===== config.mk =====
export PLATFORM = sky130hd
export DESIGN_NAME = counter_updown_mod
export DESIGN_NICKNAME = d
export VERILOG_FILES = /design/src/rtl/counter_updown_mod.sv
export SDC_FILE = /design/constraint.sdc
export NUM_CORES = 1
export LEC_CHECK = 0
export BUFFER_PORTS_ARGS = -buffer_cell sky130_fd_sc_hd__buf_2
export CAP_MARGIN = 25
export CORE_AREA = 5 5 42 44
export DETAILED_ROUTE_END_ITERATION = 8
export DIE_AREA = 0 0 47 49
export HOLD_SLACK_MARGIN = 0.1
export PLACE_DENSITY = 0.55
export SETUP_SLACK_MARGIN = 0.15
export SLEW_MARGIN = 20
export SYNTH_ARGS = -nofsm -noshare
export SYNTH_HDL_FRONTEND = slang
export SYNTH_SLANG_ARGS = --single-unit

===== constraint.sdc =====
create_clock -name clock_i -period 4 [get_ports clock_i]
set_clock_uncertainty 0.05 [all_clocks]
set_input_delay 0.4 -clock clock_i [delete_from_list [all_inputs] [get_ports clock_i]]
set_output_delay 0.4 -clock clock_i [all_outputs]
set_load 0.05 [all_outputs]

===== src/rtl/counter_updown_mod.sv =====
// Parametrised up/down modulo counter with prescaler, wrap/saturate boundary
// handling, a one-cycle terminal pulse and a sticky overflow flag.
module counter_updown_mod #(
  parameter int unsigned WIDTH     = 4,
  parameter int unsigned MAX_VALUE = 2**WIDTH - 1,
  parameter int unsigned PRESCALE  = 1,
  parameter bit          SATURATE  = 1'b0
) (
  input  logic             clock_i,
  input  logic             reset_n_i,
  input  logic             enable_i,
  input  logic             clear_i,
  input  logic             load_i,
  input  logic [WIDTH-1:0] load_value_i,
  input  logic             up_down_i,
  output logic [WIDTH-1:0] counter_value_o,
  output logic             terminal_o,
  output logic             overflow_o
);

  localparam logic [WIDTH-1:0] MAX_C = WIDTH'(MAX_VALUE);
  localparam int unsigned      PW    = (PRESCALE > 1) ? $clog2(PRESCALE) : 1;

  generate
    if (WIDTH < 2 || WIDTH > 16) begin : g_bad_width
      $error("counter_updown_mod: WIDTH out of range 2..16");
    end
    if (MAX_VALUE < 1 || MAX_VALUE > 2**WIDTH - 1) begin : g_bad_max
      $error("counter_updown_mod: MAX_VALUE out of range 1..2**WIDTH-1");
    end
    if (PRESCALE < 1 || PRESCALE > 256) begin : g_bad_prescale
      $error("counter_updown_mod: PRESCALE out of range 1..256");
    end
  endgenerate

  logic             step;
  logic [WIDTH-1:0] load_clamped;
  logic [WIDTH-1:0] value_q, value_d;
  logic             term_q, term_d;
  logic             ovf_q, ovf_d;

  // A full-range MAX_VALUE cannot be exceeded, so the clamp disappears.
  generate
    if (MAX_VALUE < 2**WIDTH - 1) begin : g_clamp
      assign load_clamped = (load_value_i > MAX_C) ? MAX_C : load_value_i;
    end else begin : g_no_clamp
      assign load_clamped = load_value_i;
    end
  endgenerate

  generate
    if (PRESCALE > 1) begin : g_pre
      localparam logic [PW-1:0] PRE_LAST = PW'(PRESCALE - 1);
      logic [PW-1:0] pre_q, pre_d;

      always_comb begin
        pre_d = pre_q;
        step  = 1'b0;
        if (clear_i || load_i) begin
          pre_d = '0;
        end else if (enable_i) begin
          if (pre_q == PRE_LAST) begin
            pre_d = '0;
            step  = 1'b1;
          end else begin
            pre_d = pre_q + 1'b1;
          end
        end
      end

      always_ff @(posedge clock_i or negedge reset_n_i) begin
        if (!reset_n_i) pre_q <= '0;
        else            pre_q <= pre_d;
      end
    end else begin : g_no_pre
      assign step = enable_i & ~clear_i & ~load_i;
    end
  endgenerate

  always_comb begin
    value_d = value_q;
    term_d  = 1'b0;
    ovf_d   = ovf_q;
    if (clear_i) begin
      value_d = '0;
      ovf_d   = 1'b0;
    end else if (load_i) begin
      value_d = load_clamped;
    end else if (step) begin
      if (up_down_i) begin
        if (value_q == MAX_C) begin
          term_d  = 1'b1;
          ovf_d   = 1'b1;
          value_d = SATURATE ? MAX_C : '0;
        end else begin
          value_d = value_q + 1'b1;
        end
      end else begin
        if (value_q == '0) begin
          term_d  = 1'b1;
          ovf_d   = 1'b1;
          value_d = SATURATE ? '0 : MAX_C;
        end else begin
          value_d = value_q - 1'b1;
        end
      end
    end
  end

  always_ff @(posedge clock_i or negedge reset_n_i) begin
    if (!reset_n_i) begin
      value_q <= '0;
      term_q  <= 1'b0;
      ovf_q   <= 1'b0;
    end else begin
      value_q <= value_d;
      term_q  <= term_d;
      ovf_q   <= ovf_d;
    end
  end

  assign counter_value_o = value_q;
  assign terminal_o      = term_q;
  assign overflow_o      = ovf_q;

endmodule


==> results.sh <==
export IMPL_yosys_top_cells_count="sky130_fd_sc_hd__dfrtp_1, sky130_fd_sc_hd__nand2_1, sky130_fd_sc_hd__inv_1, sky130_fd_sc_hd__nor2_1, sky130_fd_sc_hd__a21oi_1"
export IMPL_cp_data_required_time_ns=4.12
export IMPL_timing_critical_path_to_type="register"
export IMPL_vias=438
export IMPL_max_cap_violations=0
export IMPL_first_iteration_detailed_routing_drc_count=7
export IMPL_finalWeightedCongestion=0.7341
export IMPL_antenna_cells_inserted=0
export IMPL_grt_pass1_vias=435
export IMPL_cts_sinks=6
export IMPL_first_pass_grt_wire_length_mm=1.856
export IMPL_clock_tree_buffer_depth=2
export IMPL_dieArea_sq_mm=0.002303
export IMPL_floorplan_initialDensity_pct=32.32
export IMPL_detailedPlacementHpwl_um=858.9
export IMPL_synthesis_yosys_warnings=0
export IMPL_min_delay_path_class="in -> reg"
export IMPL_tns_ns=0
export IMPL_worst_min_path_start="clear_i"
export IMPL_syn_area_sq_um=452.9
export IMPL_cts_inserted_buffers=3
export IMPL_detail_route_wl_per_cell_um=12.93
export IMPL_ir_drop_mv=0.1502
export IMPL_grt_start_max_net_pins=10
export IMPL_timing_critical_path_fanout_max=7
export IMPL_post_route_drc_count=0
export IMPL_io_pins=16
export IMPL_grt_total_usage_pct=10.99
export IMPL_htree_levels=1
export IMPL_maxSlewHeadroom_pct=76.96
export IMPL_cts_setup_buffers=0
export IMPL_setup_viol=0
export IMPL_die_w_um=47
export IMPL_area_growth_syn_to_layout_pct=24.59
export IMPL_crit_start="counter_value_o[0]"
export IMPL_synthDominantAreaCellType="sky130_fd_sc_hd__dfrtp_1"
export IMPL_layout_cells_sized_above_1_pct=28.99
export IMPL_placed_cells_incl_taps=81
export IMPL_worstPathArrival_ns=1.70
export IMPL_nNetsFinal=84
export IMPL_hold_path_depth=2
export IMPL_tritoncts="done"
export IMPL_finish_instance_area_sq_um=564.3
export IMPL_worst_slew_pin_transition_ns=0.3447
export IMPL_clk_insertion_delay_late_ns=0.24
export IMPL_detail_route_vias_per_cell=5.153
export IMPL_ctsRootBufferMaster="sky130_fd_sc_hd__clkbuf_4"
export IMPL_register_area_share_after_synthesis_pct=33.15
export IMPL_netlist_instances=52
export IMPL_synthesis_area_per_instance_sq_um=8.710
export IMPL_max_freq_mhz=635.7
export IMPL_synth_seq_cells=6
export IMPL_coreArea_sq_mm=0.001401
export IMPL_synth_top_area_share_pct=33.15
export IMPL_floorplan_die_height_um=49
export IMPL_rsz0062_at_grt="no"
export IMPL_pleak_nw=0.2893
export IMPL_grt_antenna_before_repair=0
export IMPL_synth_area_top_cells="sky130_fd_sc_hd__dfrtp_1, sky130_fd_sc_hd__ha_1, sky130_fd_sc_hd__nand2_1, sky130_fd_sc_hd__a21oi_1, sky130_fd_sc_hd__mux2i_1"
export IMPL_synth_top_flop_cell="sky130_fd_sc_hd__dfrtp_1"
export IMPL_detailedRoute_firstPassIterationCount=3
export IMPL_io_buffers=15
export IMPL_clk_pin_slew_ns=0.04
export IMPL_cellPowerDensity_mw_per_mm2=322.8
export IMPL_place_area_sq_um=531.8
export IMPL_nFillCells=156
export IMPL_synth_distinct_cells=27
export IMPL_core_rowCount=14
export IMPL_finish_cell_count_without_fillers=85
export IMPL_crit_reg2reg_launch="counter_value_o[0]"
export IMPL_crit_type="reg -> reg"
export IMPL_overflow_after_grt=0
export IMPL_synth_edff_count=0
export IMPL_reg2reg_depth=5
export IMPL_period_share_pct=39.33
export IMPL_route_final_wire_length_mm=1.099
export IMPL_final_max_slew_viol_count=0
export IMPL_timing_hold_violations_final=0
export IMPL_async_reset_ff_share_pct=100.0
export IMPL_synth_net_count=65
export IMPL_status="complete, no violations"
export IMPL_worst_setup_path_start_kind="register"
export IMPL_ant_nets=0
export IMPL_period_needed_ns=1.573
==> per-layer routing <==
metal / GRT usage, % / vias up / share of wire [%] / routed length (um)
met4: 4.147 / 0 / 0.64 / 7
li1: - / 221 / - / -
met5: 0 / - / 0 / 0
met3: 3.321 / 2 / 2.5 / 27
met1: 11.66 / 207 / 40 / 445
met2: 19.23 / 8 / 56 / 619
==> where the power goes <==
group | internal (mW) | total, mW | switching [mW]
clock | 0.0338 | 0.0537 | 0.0199
sequential | 0.0649 | 0.0720 | 0.00714
combinational | 0.0204 | 0.0564 | 0.0361
==> state kept, by name (all words and copies together) (netlist names) <==
register,cells
overflow_o,1
counter_value_o,4
terminal_o,1
==> placed cells by master, fill, tap and decap left out, drive strengths merged <==
cell type | netlist | final
and3 | 1 | 1
inv | 5 | 5
clkbuf | 0 | 3
o221a | 2 | 2
buf | 2 | 15
nand2 | 6 | 6
dlygate4sd3 | 0 | 1
nor2b | 1 | 1
or4b | 1 | 1
nand2b | 1 | 1
a21oi | 4 | 4
xor2 | 2 | 2
ha | 3 | 3
o41ai | 1 | 1
o31ai | 1 | 1
nor4 | 1 | 1
a31oi | 1 | 1
dfrtp | 6 | 6
o31a | 1 | 1
nor2 | 5 | 5
nand4 | 1 | 1
a2111oi | 1 | 1
o21a | 1 | 1
o21ai | 3 | 3
mux2i | 2 | 2
==> through the flow <==
| stage | total power, mW | hold slack, ns | util [%] | worst slack (ns) |
|---|---|---|---|---|
| 2_1_floorplan | 0.1130 | 0.05441 | - | 2.274 |
| 3_3_place_gp | 0.1293 | 0.1840 | 37.95 | 2.441 |
| 3_5_place_dp | 0.1288 | 0.1830 | 37.95 | 2.428 |
| 4_1_cts | 0.1857 | 0.3336 | 40.27 | 2.411 |
| 5_1_grt | 0.1967 | 0.3484 | 40.27 | 2.317 |
| 6_report | 0.1821 | 0.3437 | 40.27 | 2.427 |
==> cells by family (layout without fill, tap and decap cells) <==
family	count (synthesis)	after routing	share of synthesized area, %
simple gates	17	17	18.24
compound gates	15	15	24.31
buf+inv	7	24	7.734
flops	6	6	33.15
fa+ha+maj	3	3	8.288
xor+xnor	2	2	3.868
mux	2	2	4.420
==> final cells by class <==
class | instances | area (sq um) | share of cell area, %
Clock buffer | 3 | 22.52 | 3.991
Inverter | 5 | 18.77 | 3.326
Multi-Input combinational cell | 39 | 267.8 | 47.45
Sequential cell | 6 | 150.1 | 26.61
Tap cell | 16 | 20.02 | 3.548
Timing Repair Buffer | 16 | 85.08 | 15.08
==> path summary, 6_finish.rpt <==
kind                                       to  slack (ns)
setup / recovery           counter_value_o[2]        2.43
setup reg to reg           counter_value_o[2]        2.43
hold / removal             counter_value_o[0]        0.34
min in group asynchronous  counter_value_o[0]        0.48
max in group asynchronous  counter_value_o[2]        3.28
hold reg to reg                    overflow_o        0.45
==> critical path, stage by stage (launching register included) <==
cell and delay (ns):
sky130_fd_sc_hd__dfrtp_1 0.46, sky130_fd_sc_hd__inv_1 0.14, sky130_fd_sc_hd__ha_1 0.18, sky130_fd_sc_hd__nand2b_1 0.08
sky130_fd_sc_hd__a2111oi_1 0.36, sky130_fd_sc_hd__o221a_1 0.24
==> timing repair <==
item | CTS | global route
hold buffers | 1 | 0
resized for setup | 0 | 0
hold endpoints to repair | 6 | 0
(Power assumes the default switching activity.)
